==> src/rtl/ctrl_sequencer.sv <==
// ctrl_sequencer
//   Multicycle control sequencer for the ezRISC datapath. Fetches through
//   F0/F1/F2, then walks execute steps T3..T7 decoded from the 5-bit opcode
//   at the top of the instruction register. Adds memory wait states with a
//   timeout, single-step debug mode and halt/resume with sticky fault flags.
//
// Ports
//   i_clk, reset_n        clock, asynchronous active-low reset
//   i_ir_data             instruction register (opcode = top 5 bits)
//   i_con_ff              branch condition
//   i_mem_ready           memory completes the pending read/write this cycle
//   i_stop / i_resume     synchronous halt request / leave HALT
//   i_step_en / i_step_req single-step mode / advance one instruction
//   o_<strobe>            datapath strobes, Moore-decoded from state/step/opcode
//   o_alu_op              ALU operation select
//   o_run, o_retired      not halted / last-step pulse of an instruction
//   o_icount              retired-instruction count (wraps)
//   o_bus_error, o_illegal_op  sticky fault flags
//   o_dbg_state, o_dbg_step    FSM state and execute step for observation
//
// Memory handshake: a memory step (F1, ld T6, st T7) keeps its read/write
// strobe asserted and repeats every cycle until i_mem_ready is sampled high
// on a rising edge; that edge completes the transfer and leaves the step.
module ctrl_sequencer #(
  parameter int          IR_W   = 32,
  parameter int unsigned MEM_TO = 15,
  parameter int          ICNT_W = 32
) (
  input  logic              i_clk,
  input  logic              reset_n,
  input  logic [IR_W-1:0]   i_ir_data,
  input  logic              i_con_ff,
  input  logic              i_mem_ready,
  input  logic              i_stop,
  input  logic              i_resume,
  input  logic              i_step_en,
  input  logic              i_step_req,
  output logic              o_gra,
  output logic              o_grb,
  output logic              o_grc,
  output logic              o_r_in,
  output logic              o_r_out,
  output logic              o_ba_out,
  output logic              o_hi_in,
  output logic              o_hi_out,
  output logic              o_lo_in,
  output logic              o_lo_out,
  output logic              o_pc_in,
  output logic              o_pc_out,
  output logic              o_ir_in,
  output logic              o_z_in,
  output logic              o_z_high_out,
  output logic              o_z_low_out,
  output logic              o_inport_out,
  output logic              o_c_out,
  output logic              o_y_in,
  output logic              o_mar_in,
  output logic              o_outport_in,
  output logic              o_mdr_in,
  output logic              o_mdr_out,
  output logic              o_read,
  output logic              o_write,
  output logic              o_inc_pc,
  output logic              o_con_in,
  output logic [3:0]        o_alu_op,
  output logic              o_run,
  output logic              o_retired,
  output logic [ICNT_W-1:0] o_icount,
  output logic              o_bus_error,
  output logic              o_illegal_op,
  output logic [2:0]        o_dbg_state,
  output logic [2:0]        o_dbg_step
);

  typedef enum logic [2:0] {
    ST_BOUND = 3'd0,
    ST_F0    = 3'd1,
    ST_F1    = 3'd2,
    ST_F2    = 3'd3,
    ST_EX    = 3'd4,
    ST_HALT  = 3'd5
  } state_t;

  // Strobe masks; bit order matches the output assignment block below.
  localparam logic [26:0] M_GRA        = 27'd1 << 26;
  localparam logic [26:0] M_GRB        = 27'd1 << 25;
  localparam logic [26:0] M_GRC        = 27'd1 << 24;
  localparam logic [26:0] M_R_IN       = 27'd1 << 23;
  localparam logic [26:0] M_R_OUT      = 27'd1 << 22;
  localparam logic [26:0] M_BA_OUT     = 27'd1 << 21;
  localparam logic [26:0] M_HI_IN      = 27'd1 << 20;
  localparam logic [26:0] M_HI_OUT     = 27'd1 << 19;
  localparam logic [26:0] M_LO_IN      = 27'd1 << 18;
  localparam logic [26:0] M_LO_OUT     = 27'd1 << 17;
  localparam logic [26:0] M_PC_IN      = 27'd1 << 16;
  localparam logic [26:0] M_PC_OUT     = 27'd1 << 15;
  localparam logic [26:0] M_IR_IN      = 27'd1 << 14;
  localparam logic [26:0] M_Z_IN       = 27'd1 << 13;
  localparam logic [26:0] M_Z_HIGH_OUT = 27'd1 << 12;
  localparam logic [26:0] M_Z_LOW_OUT  = 27'd1 << 11;
  localparam logic [26:0] M_INPORT_OUT = 27'd1 << 10;
  localparam logic [26:0] M_C_OUT      = 27'd1 << 9;
  localparam logic [26:0] M_Y_IN       = 27'd1 << 8;
  localparam logic [26:0] M_MAR_IN     = 27'd1 << 7;
  localparam logic [26:0] M_OUTPORT_IN = 27'd1 << 6;
  localparam logic [26:0] M_MDR_IN     = 27'd1 << 5;
  localparam logic [26:0] M_MDR_OUT    = 27'd1 << 4;
  localparam logic [26:0] M_READ       = 27'd1 << 3;
  localparam logic [26:0] M_WRITE      = 27'd1 << 2;
  localparam logic [26:0] M_INC_PC     = 27'd1 << 1;
  localparam logic [26:0] M_CON_IN     = 27'd1 << 0;

  localparam logic [3:0] ALU_AND = 4'h0, ALU_OR  = 4'h1, ALU_ADD = 4'h2, ALU_SUB = 4'h3;
  localparam logic [3:0] ALU_SHR = 4'h4, ALU_SHL = 4'h5, ALU_ROR = 4'h6, ALU_ROL = 4'h7;
  localparam logic [3:0] ALU_MUL = 4'h8, ALU_DIV = 4'h9, ALU_NEG = 4'hA, ALU_NOT = 4'hB;

  localparam logic [4:0] OP_LD = 5'h00, OP_LDI = 5'h01, OP_ST = 5'h02, OP_BR = 5'h12;
  localparam logic [4:0] OP_JR = 5'h13, OP_JAL = 5'h14, OP_IN = 5'h15, OP_OUT = 5'h16;
  localparam logic [4:0] OP_MFHI = 5'h17, OP_MFLO = 5'h18, OP_HALT = 5'h1A, OP_ILL0 = 5'h1B;

  // Wait counter only needs to reach MEM_TO-1 before the timeout fires.
  localparam int WC_W = (MEM_TO > 1) ? $clog2(MEM_TO + 1) : 1;

  state_t              r_state, w_state_nxt;
  logic [2:0]          r_step, w_step_nxt;
  logic [WC_W-1:0]     r_wait_cnt;
  logic [ICNT_W-1:0]   r_icount;
  logic                r_bus_error, r_illegal_op;

  logic [4:0]          w_op;
  logic [2:0]          w_last;
  logic [26:0]         w_strb;
  logic [3:0]          w_alu;
  logic                w_mem_step, w_timeout, w_cnt_inc;
  logic                w_retire, w_set_bus_err, w_set_ill, w_clr_flags;
  logic                w_unused_ir;

  assign w_op        = i_ir_data[IR_W-1 -: 5];
  assign w_unused_ir = &{1'b0, i_ir_data[IR_W-6:0]};

  // Final execute step of each opcode.
  function automatic logic [2:0] last_step(input logic [4:0] op);
    case (op)
      5'h00, 5'h02:                             last_step = 3'd7;
      5'h0E, 5'h0F, 5'h12:                      last_step = 3'd6;
      5'h01, 5'h03, 5'h04, 5'h05, 5'h06, 5'h07,
      5'h08, 5'h09, 5'h0A, 5'h0B, 5'h0C, 5'h0D: last_step = 3'd5;
      5'h10, 5'h11, 5'h14:                      last_step = 3'd4;
      default:                                  last_step = 3'd3;
    endcase
  endfunction

  function automatic logic [3:0] op_alu(input logic [4:0] op);
    case (op)
      5'h03, 5'h0B: op_alu = ALU_ADD;
      5'h04:        op_alu = ALU_SUB;
      5'h05:        op_alu = ALU_SHR;
      5'h06:        op_alu = ALU_SHL;
      5'h07:        op_alu = ALU_ROR;
      5'h08:        op_alu = ALU_ROL;
      5'h09, 5'h0C: op_alu = ALU_AND;
      5'h0A, 5'h0D: op_alu = ALU_OR;
      5'h0E:        op_alu = ALU_MUL;
      5'h0F:        op_alu = ALU_DIV;
      5'h10:        op_alu = ALU_NEG;
      5'h11:        op_alu = ALU_NOT;
      default:      op_alu = ALU_ADD;
    endcase
  endfunction

  assign w_last = last_step(w_op);

  assign w_mem_step = (r_state == ST_F1) ||
                      ((r_state == ST_EX) && (((w_op == OP_LD) && (r_step == 3'd6)) ||
                                              ((w_op == OP_ST) && (r_step == 3'd7))));

  // Fires on the wait cycle that would make the count reach MEM_TO.
  assign w_timeout = (MEM_TO != 0) && (32'(r_wait_cnt) == 32'(MEM_TO - 1));
  assign w_cnt_inc = (MEM_TO != 0) && w_mem_step && !i_mem_ready && !w_timeout && !i_stop;

  // Next-state logic
  always_comb begin
    w_state_nxt   = r_state;
    w_step_nxt    = r_step;
    w_retire      = 1'b0;
    w_set_bus_err = 1'b0;
    w_set_ill     = 1'b0;
    w_clr_flags   = 1'b0;
    case (r_state)
      ST_BOUND: if (!i_step_en || i_step_req) w_state_nxt = ST_F0;
      ST_F0:    w_state_nxt = ST_F1;
      ST_F1: begin
        if (i_mem_ready) begin
          w_state_nxt = ST_F2;
        end else if (w_timeout) begin
          w_state_nxt   = ST_HALT;
          w_set_bus_err = 1'b1;
        end
      end
      ST_F2: begin
        w_state_nxt = ST_EX;
        w_step_nxt  = 3'd3;
      end
      ST_EX: begin
        if (w_op == OP_HALT) begin
          w_state_nxt = ST_HALT;
        end else if (w_op >= OP_ILL0) begin
          w_state_nxt = ST_HALT;
          w_set_ill   = 1'b1;
        end else if (w_mem_step && !i_mem_ready) begin
          if (w_timeout) begin
            w_state_nxt   = ST_HALT;
            w_set_bus_err = 1'b1;
          end
        end else if (r_step == w_last) begin
          w_state_nxt = ST_BOUND;
          w_retire    = 1'b1;
        end else begin
          w_step_nxt = r_step + 3'd1;
        end
      end
      ST_HALT: begin
        if (i_resume) begin
          w_state_nxt = ST_BOUND;
          w_clr_flags = 1'b1;
        end
      end
      default: w_state_nxt = ST_BOUND;
    endcase
    // Stop overrides everything: abort without retiring or touching flags.
    if (i_stop) begin
      w_state_nxt   = ST_HALT;
      w_retire      = 1'b0;
      w_set_bus_err = 1'b0;
      w_set_ill     = 1'b0;
      w_clr_flags   = 1'b0;
    end
  end

  // Strobe decode
  always_comb begin
    w_strb = '0;
    w_alu  = ALU_AND;
    case (r_state)
      ST_F0: begin
        w_strb = M_PC_OUT | M_MAR_IN | M_INC_PC | M_Z_IN;
        w_alu  = ALU_ADD;
      end
      ST_F1: w_strb = M_Z_LOW_OUT | M_PC_IN | M_READ | M_MDR_IN;
      ST_F2: w_strb = M_MDR_OUT | M_IR_IN;
      ST_EX: begin
        case (w_op)
          OP_LD, OP_LDI, OP_ST: begin
            case (r_step)
              3'd3: w_strb = M_GRB | M_BA_OUT | M_Y_IN;
              3'd4: begin
                w_strb = M_C_OUT | M_Z_IN;
                w_alu  = ALU_ADD;
              end
              3'd5: w_strb = (w_op == OP_LDI) ? (M_Z_LOW_OUT | M_GRA | M_R_IN)
                                              : (M_Z_LOW_OUT | M_MAR_IN);
              3'd6: w_strb = (w_op == OP_LD) ? (M_READ | M_MDR_IN)
                                             : (M_GRA | M_R_OUT | M_MDR_IN);
              3'd7: w_strb = (w_op == OP_LD) ? (M_MDR_OUT | M_GRA | M_R_IN) : M_WRITE;
              default: w_strb = '0;
            endcase
          end
          5'h03, 5'h04, 5'h05, 5'h06, 5'h07, 5'h08, 5'h09, 5'h0A,
          5'h0B, 5'h0C, 5'h0D: begin
            case (r_step)
              3'd3: w_strb = M_GRB | M_R_OUT | M_Y_IN;
              3'd4: begin
                // Immediate forms take the second operand from C instead of Rc.
                w_strb = (w_op >= 5'h0B) ? (M_C_OUT | M_Z_IN) : (M_GRC | M_R_OUT | M_Z_IN);
                w_alu  = op_alu(w_op);
              end
              3'd5: w_strb = M_Z_LOW_OUT | M_GRA | M_R_IN;
              default: w_strb = '0;
            endcase
          end
          5'h0E, 5'h0F: begin
            case (r_step)
              3'd3: w_strb = M_GRA | M_R_OUT | M_Y_IN;
              3'd4: begin
                w_strb = M_GRB | M_R_OUT | M_Z_IN;
                w_alu  = op_alu(w_op);
              end
              3'd5: w_strb = M_Z_LOW_OUT | M_LO_IN;
              3'd6: w_strb = M_Z_HIGH_OUT | M_HI_IN;
              default: w_strb = '0;
            endcase
          end
          5'h10, 5'h11: begin
            case (r_step)
              3'd3: begin
                w_strb = M_GRB | M_R_OUT | M_Z_IN;
                w_alu  = op_alu(w_op);
              end
              3'd4: w_strb = M_Z_LOW_OUT | M_GRA | M_R_IN;
              default: w_strb = '0;
            endcase
          end
          OP_BR: begin
            case (r_step)
              3'd3: w_strb = M_GRA | M_R_OUT | M_CON_IN;
              3'd4: w_strb = M_PC_OUT | M_Y_IN;
              3'd5: begin
                w_strb = M_C_OUT | M_Z_IN;
                w_alu  = ALU_ADD;
              end
              3'd6: w_strb = M_Z_LOW_OUT | (i_con_ff ? M_PC_IN : 27'd0);
              default: w_strb = '0;
            endcase
          end
          OP_JR:   if (r_step == 3'd3) w_strb = M_GRA | M_R_OUT | M_PC_IN;
          OP_JAL: begin
            if (r_step == 3'd3)      w_strb = M_R_IN | M_PC_OUT;
            else if (r_step == 3'd4) w_strb = M_GRA | M_R_OUT | M_PC_IN;
          end
          OP_IN:   if (r_step == 3'd3) w_strb = M_GRA | M_R_IN | M_INPORT_OUT;
          OP_OUT:  if (r_step == 3'd3) w_strb = M_GRA | M_R_OUT | M_OUTPORT_IN;
          OP_MFHI: if (r_step == 3'd3) w_strb = M_HI_OUT | M_GRA | M_R_IN;
          OP_MFLO: if (r_step == 3'd3) w_strb = M_LO_OUT | M_GRA | M_R_IN;
          default: w_strb = '0;  // nop, halt, illegal
        endcase
      end
      default: w_strb = '0;      // BOUND, HALT
    endcase
  end

  always_ff @(posedge i_clk or negedge reset_n) begin
    if (!reset_n) begin
      r_state      <= ST_BOUND;
      r_step       <= 3'd0;
      r_wait_cnt   <= '0;
      r_icount     <= '0;
      r_bus_error  <= 1'b0;
      r_illegal_op <= 1'b0;
    end else begin
      r_state    <= w_state_nxt;
      r_step     <= w_step_nxt;
      r_wait_cnt <= w_cnt_inc ? r_wait_cnt + 1'b1 : '0;
      if (w_retire) r_icount <= r_icount + 1'b1;
      if (w_clr_flags) begin
        r_bus_error  <= 1'b0;
        r_illegal_op <= 1'b0;
      end else begin
        if (w_set_bus_err) r_bus_error  <= 1'b1;
        if (w_set_ill)     r_illegal_op <= 1'b1;
      end
    end
  end

  assign o_gra        = w_strb[26];
  assign o_grb        = w_strb[25];
  assign o_grc        = w_strb[24];
  assign o_r_in       = w_strb[23];
  assign o_r_out      = w_strb[22];
  assign o_ba_out     = w_strb[21];
  assign o_hi_in      = w_strb[20];
  assign o_hi_out     = w_strb[19];
  assign o_lo_in      = w_strb[18];
  assign o_lo_out     = w_strb[17];
  assign o_pc_in      = w_strb[16];
  assign o_pc_out     = w_strb[15];
  assign o_ir_in      = w_strb[14];
  assign o_z_in       = w_strb[13];
  assign o_z_high_out = w_strb[12];
  assign o_z_low_out  = w_strb[11];
  assign o_inport_out = w_strb[10];
  assign o_c_out      = w_strb[9];
  assign o_y_in       = w_strb[8];
  assign o_mar_in     = w_strb[7];
  assign o_outport_in = w_strb[6];
  assign o_mdr_in     = w_strb[5];
  assign o_mdr_out    = w_strb[4];
  assign o_read       = w_strb[3];
  assign o_write      = w_strb[2];
  assign o_inc_pc     = w_strb[1];
  assign o_con_in     = w_strb[0];

  assign o_alu_op     = w_alu;
  assign o_run        = (r_state != ST_HALT);
  assign o_retired    = w_retire;
  assign o_icount     = r_icount;
  assign o_bus_error  = r_bus_error;
  assign o_illegal_op = r_illegal_op;
  assign o_dbg_state  = r_state;
  assign o_dbg_step   = r_step;

endmodule

==> config.mk <==
export PLATFORM = sky130hd
export DESIGN_NAME = ctrl_sequencer
export DESIGN_NICKNAME = d
export VERILOG_FILES = /design/src/rtl/ctrl_sequencer.sv
export SDC_FILE = /design/constraint.sdc
export NUM_CORES = 1
export LEC_CHECK = 0
export ABC_AREA = 0
export BUFFER_PORTS_ARGS = -buffer_cell sky130_fd_sc_hd__buf_2
export CELL_PAD_IN_SITES_DETAIL_PLACEMENT = 1
export CELL_PAD_IN_SITES_GLOBAL_PLACEMENT = 2
export CORE_MARGIN = 10
export CORE_UTILIZATION = 32
export DETAILED_ROUTE_END_ITERATION = 8
export GPL_TIMING_DRIVEN = 0
export PLACE_DENSITY_LB_ADDON = 0.1
export SYNTH_ARGS = -nofsm -noshare
export SYNTH_HDL_FRONTEND = slang
export SYNTH_SLANG_ARGS = --single-unit
==> constraint.sdc <==
create_clock -name i_clk -period 11.56 [get_ports i_clk]
set_input_delay 2.89 -clock i_clk [delete_from_list [all_inputs] [get_ports i_clk]]
set_output_delay 2.89 -clock i_clk [all_outputs]
set_load 0.01 [all_outputs]
==> results of run 1 <==
-- kinds of logic (layout without fill, tap and decap cells) --
family                     count (synthesis)  in the layout  synth area share
buffers and inverters                     42            135           0.05352
adders and majority gates                 18             18           0.06438
muxes                                      5              5           0.01519
DFF                                       44             44            0.3183
and+or+nand+nor                          184            184            0.3096
AOI/OAI and AO/OA                         67             67            0.1530
xor gates and xnor gates                  34             34           0.08607
-- stage by stage --
step / worst slack, ps / instance area, µm²
finish: 2741 / 4177
floorplan: 3721 / 3460
CTS: 2797 / 4177
detailed placement: 2788 / 4055
global route: 2530 / 4177
global placement: 2801 / 4055
-- report_power, final --
part           internal, mW  switching [mW]  total [mW]
clock                0.0708          0.0569       0.128
sequential            0.165          0.0203       0.185
combinational        0.0684           0.131       0.199
-- how the worst max path moves through the flow --
| stage | to | slack (ps) | cells past startpoint |
|---|---|---|---|
| floorplan | o_retired | 3720 | 10 |
| global placement | o_pc_in | 2800 | 11 |
| detailed placement | o_pc_in | 2790 | 11 |
| CTS | o_pc_in | 2800 | 11 |
| global route | o_pc_in | 2530 | 11 |
| finish | o_pc_in | 2740 | 11 |
-- final cells by class --
cell class	instances	area [µm²]
buffer	23	113.9
multi-input combinational	308	2173
sequential	44	1101
inverter	19	71.32
timing repair buffer	85	425.4
fill	1281	6240
clock inverter	2	38.79
clock buffer	6	82.58
tap	136	170.2
-- layer usage --
| metal | wire length [µm] | up-vias | track usage | part of all wire |
|---|---|---|---|---|
| met5 | 0 | - | 0 | 0 |
| met4 | 45 | 0 | 0.02302 | 0.0037 |
| met3 | 566 | 4 | 0.02986 | 0.046 |
| met2 | 5708 | 69 | 0.2487 | 0.47 |
| met1 | 5881 | 1687 | 0.2270 | 0.48 |
| li1 | - | 1608 | - | - |
-- cells in the final DEF (no fill, tap or decap), types with 3 or more instances in the layout --
cell and count:
nor3_1 14, and3_1 4, nor2_1 37, a2111oi_0 3
nand2b_1 7, o31ai_1 3, nand3_1 20, nor3_2 8
buf_2 89, dfrtp_1 44, or2_2 3, inv_1 19
nand3b_1 3, nand4b_1 3, o21ai_0 9, nor4_2 9
xnor2_1 11, nand2_1 34, and2_1 3, or3b_1 3
clkbuf_8 6, a31oi_1 5, xor2_1 23, ha_1 17
nor4_1 8, clkbuf_1 14, nor3b_1 3, or3_1 3
nor2b_1 5, mux2i_1 3, a21oi_1 11, o2111ai_1 4
nand4_1 6
-- sequential cells by signal (all words and copies together), names as in the netlist --
register,cells
o_bus_error,1
o_dbg_state,3
o_dbg_step,3
o_icount,32
o_illegal_op,1
r_wait_cnt,4
-- worst register-to-register path: cells and delay by family (launching register included) --
kind,cells,cell delay (ps)
DFF,1,540
adders and majority gates,2,540
and+or+nand+nor,2,850
xor gates and xnor gates,1,180
AOI/OAI and AO/OA,3,840
==> reports/results.txt, run 1 <==
Synth cell types - 73
syn nets - 451
Worst Setup Start Kind - input pin
post-synthesis area per instance - 8.781 µm²
Die Area - 15370 µm²
Min-Delay Path Depth - 1
Reg clk slew, reported paths - 90 ps
antenna violations before repair - 0
HP Class - reg -> reg
final non-filler cell total - 623
CTS tree - done
sequential element share of the synthesized area - 0.3183
Nets - 543
hold slack final - 481.2 ps
clk sinks - 44
Via density - 5.406
slowest CP cell - or3_1
Async SR Flop Fraction - 1.000
Crit Reg-Reg Startpoint - o_dbg_step[0]
Total Power - 0.5125 mW
flop2flop setup slack - 8550 ps
WP buf/inv - 6
static leakage - 1.969 nW
Synth Register Bits - 44
Ant. Diodes - 0
Setup TNS - 0 ps
Hold Path Sink - o_icount[31]
# DRC - 0
Longest Clk Path Bufs - 2
fin util - 0.4010
maxcap violations - 0
largest fanout on the critical path - 10
worst slew pin tran - 1009 ps
final hold violations - 0
clock skew - 11.98 ps
final estimated routing congestion in global placement - 0.8544
layout cells sized above 1 - 0.2710
leading area contributor after synthesis - dfrtp_1
root buf cell - clkbuf_8
R2R cell count - 8
PortBufs - 85
Synth Cell Area - 3460 µm²
post-synth top area share - 0.3183
crit-path cells - buf_2, inv_1, ha_1, clkbuf_1, or3_1, o21ai_0, a41o_1, clkbuf_1, clkbuf_1, o21ai_0, buf_2
drt wl/cell - 19.58 µm
Die Ht - 124.0 µm
most frequent cells after synthesis - dfrtp_1, nor2_1, nand2_1, xor2_1, nand3_1
Layout area overhead - 20.72%
TritonRoute pass-1 iters - 4
# hold bufs at CTS - 0
element type at the critical path end - output pin
power per cell area - 122.7 nW/µm²
pin count of the biggest net entering global routing - 45
Worst slew margin - 0.3099
Iteration-0 DRC Markers - 146
Worst-Skew Late Latency - 300 ps
WL final - 12200 µm
final setup vio count - 0
CP Launch Point - i_ir_data[27]
Main synth FF type - dfrtp_1
Post-DP HPWL - 9656 µm
post-layout min period - 8819 ps
antenna-violating nets left - 0
Crit Path Category - in -> out
die width - 124.0 µm
IO Pins - 113
unrepaired setup endpoints after global routing - no
CTS resizes - 0
crit share post-route - 0.7629
fmax - 113.4 MHz
Req. time, crit path - 8670 ps
final slew viol count - 0
vias in the first global route - 3477
YS warnings - 0
Area contributors post-synth - dfrtp_1, ha_1, xor2_1, nor2_1, nand2_1
Top delay family on crit path - buffers and inverters
cell count after synthesis - 394
count of flip-flops with a built-in enable after synthesis - 0
H-tree levels - 2
count leader, synth - dfrtp_1
Crit path arrival time - 5930 ps
CP dominant cell by count - clkbuf_1
CP peak stage delay - 510 ps
first-pass GRT wire length - 19680 µm
Reg-to-Reg End - o_icount[27]
Rows - 37
CTS buffer count - 5
Initial Utilization - 0.3321
total number of vias - 3368
status - finished, final reports clean
dpl cells - 615
setup repair bufs after CTS - 0
GRT Overall Usage - 0.1590
Worst VDD drop - 0.00006664 V
beginning of the worst hold path - o_icount[31]
total gr overflow - 0
core area - 10420 µm²
Power figures use the tool's default switching activity.
==> run 2: changes to the inputs <==
- ABC_AREA: 0 -> 1
- CORE_UTILIZATION: 32 -> 25
- clock period: 11.56 -> 7.5 ns (I/O delays scaled with it)
==> reports/results.txt, run 2 <==
hold slack final - 497.1 ps (was 481.2 ps)
Worst Setup Start Kind - input pin (unchanged)
Req. time, crit path - 5620 ps (was 8670 ps)
pin count of the biggest net entering global routing - 45 (unchanged)
Synth Cell Area - 3523 µm² (was 3460 µm²)
maxcap violations - 0 (unchanged)
final hold violations - 0 (unchanged)
core area - 13830 µm² (was 10420 µm²)
Reg clk slew, reported paths - 60 ps (was 90 ps)
status - finished, final reports clean (unchanged)
root buf cell - clkbuf_16 (was clkbuf_8)
CP peak stage delay - 310 ps (was 510 ps)
commonest cells after routing, fill and taps aside - nand2_1, buf_2, inv_1 (was buf_2, dfrtp_1, nor2_1)
worst slew pin tran - 1070 ps (was 1009 ps)
Worst slew margin - 0.2864 (was 0.3099)
clk sinks - 44 (unchanged)
Async SR Flop Fraction - 1.000 (unchanged)
unrepaired setup endpoints after global routing - no (unchanged)
antenna violations before repair - 0 (unchanged)
CTS tree - done (unchanged)
CP dominant cell by count - nand2_1 (was clkbuf_1)
slowest CP cell - ha_1 (was or3_1)
cell count after synthesis - 514 (was 394)
Die Area - 19240 µm² (was 15370 µm²)
Worst VDD drop - 0.00007866 V (was 0.00006664 V)
total gr overflow - 0 (unchanged)
Top delay family on crit path - simple AND/OR/NAND/NOR gates (was buffers and inverters)
most frequent cells after synthesis - nand2_1, inv_1, nor2_1, dfrtp_1, nand3_1 (was dfrtp_1, nor2_1, nand2_1, xor2_1, nand3_1)
power per cell area - 178.6 nW/µm² (was 122.7 nW/µm²)
Worst-Skew Late Latency - 290 ps (was 300 ps)
die width - 138.7 µm (was 124.0 µm)
# DRC - 0 (unchanged)
max reg flops - 32 (unchanged)
clock skew - 9.142 ps (was 11.98 ps)
Post-DP Area - 4169 µm² (was 4055 µm²)
Initial Utilization - 0.2548 (was 0.3321)
element type at the critical path end - output pin (unchanged)
leading area contributor after synthesis - dfrtp_1 (unchanged)
Iteration-0 DRC Markers - 121 (was 146)
final setup vio count - 0 (unchanged)
final estimated routing congestion in global placement - 0.8842 (was 0.8544)
antenna-violating nets left - 0 (unchanged)
drt wl/cell - 15.91 µm (was 19.58 µm)
WP buf/inv - 4 (was 6)
count leader, synth - nand2_1 (was dfrtp_1)
GRT Overall Usage - 0.1292 (was 0.1590)
syn nets - 571 (was 451)
Rows - 43 (was 37)
Post-DP HPWL - 10240 µm (was 9656 µm)
static leakage - 2.374 nW (was 1.969 nW)
post-synth top area share - 0.3125 (was 0.3183)
CTS buffer count - 5 (unchanged)
post-layout min period - 5909 ps
Synth cell types - 41 (was 73)
Layout area overhead - 22.23% (was 20.72%)
Main synth FF type - dfrtp_1 (unchanged)
vias in the first global route - 3951 (was 3477)
layout cells sized above 1 - 0.1967 (was 0.2710)
Area contributors post-synth - dfrtp_1, nand2_1, inv_1, ha_1, nand3_1 (was dfrtp_1, ha_1, xor2_1, nor2_1, nand2_1)
Via density - 4.682 (was 5.406)
Setup TNS - 0 ps (unchanged)
post-synthesis area per instance - 6.855 µm² (was 8.781 µm²)
commonest non-fill, non-tap cell in the layout - nand2_1 (was buf_2)
crit share post-route - 0.7879
IO Pins - 113 (unchanged)
TritonRoute pass-1 iters - 4 (unchanged)
Ant. Diodes - 0 (unchanged)
Synth Register Bits - 44 (unchanged)
H-tree levels - 2 (unchanged)
Crit Path Category - in -> out (unchanged)
Finished Cell Area - 4307 µm² (was 4177 µm²)
fmax - 169.2 MHz
Nets - 662 (was 543)
setup repair bufs after CTS - 0 (unchanged)
# hold bufs at CTS - 0 (unchanged)
HP Class - reg -> reg (unchanged)
PortBufs - 84 (was 85)
YS warnings - 0 (unchanged)
Crit path arrival time - 4030 ps (was 5930 ps)
WL final - 12490 µm (was 12200 µm)
sequential element share of the synthesized area - 0.3125 (was 0.3183)
first-pass GRT wire length - 20840 µm (was 19680 µm)
CTS resizes - 0 (unchanged)
crit-path cells - buf_2, inv_1, ha_1, inv_1, nor2_1, a21oi_1, nand4_1, nand2_1, nand2_1, nand2_1, o21ai_0, nand2_1, nand2_1, buf_2 (was buf_2, inv_1, ha_1, clkbuf_1, or3_1, o21ai_0, a41o_1, clkbuf_1, clkbuf_1, o21ai_0, buf_2)
largest fanout on the critical path - 5 (was 10)
final slew viol count - 0 (unchanged)
total number of vias - 3675 (was 3368)
Die Ht - 138.7 µm (was 124.0 µm)
count of flip-flops with a built-in enable after synthesis - 0 (unchanged)
Longest Clk Path Bufs - 2 (unchanged)
[run 2: cell count changes after synthesis, moves of 12 or more]
cell     change
nand2_1     +97
o21ai_0     +12
inv_1       +58
xor2_1      -12
nand3_1     +22
nor2_1      +17
[run 2: worst register-to-register path: stages (launching register included)]
cell and delay [ps]:
dfrtp_1 450, inv_1 150, ha_1 230, nand2_1 130
inv_1 80, nand4_1 120, nand2_1 70, nand2_1 130
nand4_4 140, nor2_8 250, nand2_2 160, nor2_4 160
nand2_1 70, nand2_1 50, nand2_1 50
[run 2: cells by family (layout without fill, tap and decap cells)]
| kind of cell | Yosys count | after routing | synth area share |
|---|---|---|---|
| compound gates | 51 | 51 | 0.08168 |
| xor+xnor | 20 | 20 | 0.04972 |
| fa+ha+maj | 17 | 17 | 0.06037 |
| buf+inv | 91 | 182 | 0.1076 |
| flops | 44 | 44 | 0.3125 |
| simple gates | 291 | 291 | 0.3881 |
[run 2: where the power goes]
group	switching (mW)	total [mW]	internal, mW
sequential	0.0285	0.286	0.258
clock	0.0987	0.220	0.121
combinational	0.181	0.263	0.0816
total	0.308	0.769	0.461
[run 2: cell type report]
type                            instances  area, µm²
Buffer                                  9      68.82
Clock inverter                          2      12.51
Multi-Input combinational cell        379       2043
Fill cell                            1745       9520
Sequential cell                        44       1101
Inverter                               82      310.3
Tap cell                              180      225.2
Clock buffer                            5      125.1
Timing Repair Buffer                   84      420.4
[run 2: final timing paths]
path,startpoint,end,slack [ps],cells after the start
max in group asynchronous,reset_n,o_dbg_step[0],5050,1
max,i_ir_data[27],o_alu_op[1],1590,14
min reg2reg,o_icount[31],o_icount[31],500,2
min,o_icount[31],o_icount[31],500,2
max reg2reg,o_dbg_step[0],o_icount[27],5160,14
min in group asynchronous,reset_n,o_dbg_state[2],1760,1
[run 2: stage by stage]
step / total power, mW / std cells / utilization / worst slack, ps
after global placement: 0.5579 / 778 / 0.3015 / 1531
after CTS: 0.7849 / 785 / 0.3115 / 1576
after floorplan: 0.4477 / 514 / - / 2427
after global routing: 0.8297 / 785 / 0.3115 / 1331
after detailed placement: 0.5594 / 778 / 0.3015 / 1605
final: 0.7691 / 785 / 0.3115 / 1591
[run 2: layer usage]
layer,GRT usage,vias to the layer above,routed length (µm),share of wire
li1,-,1835,-,-
met1,0.1621,1746,5828,0.47
met2,0.2159,80,5853,0.47
met3,0.03288,14,644,0.052
met4,0.03185,0,160,0.013
met5,0,-,0,0
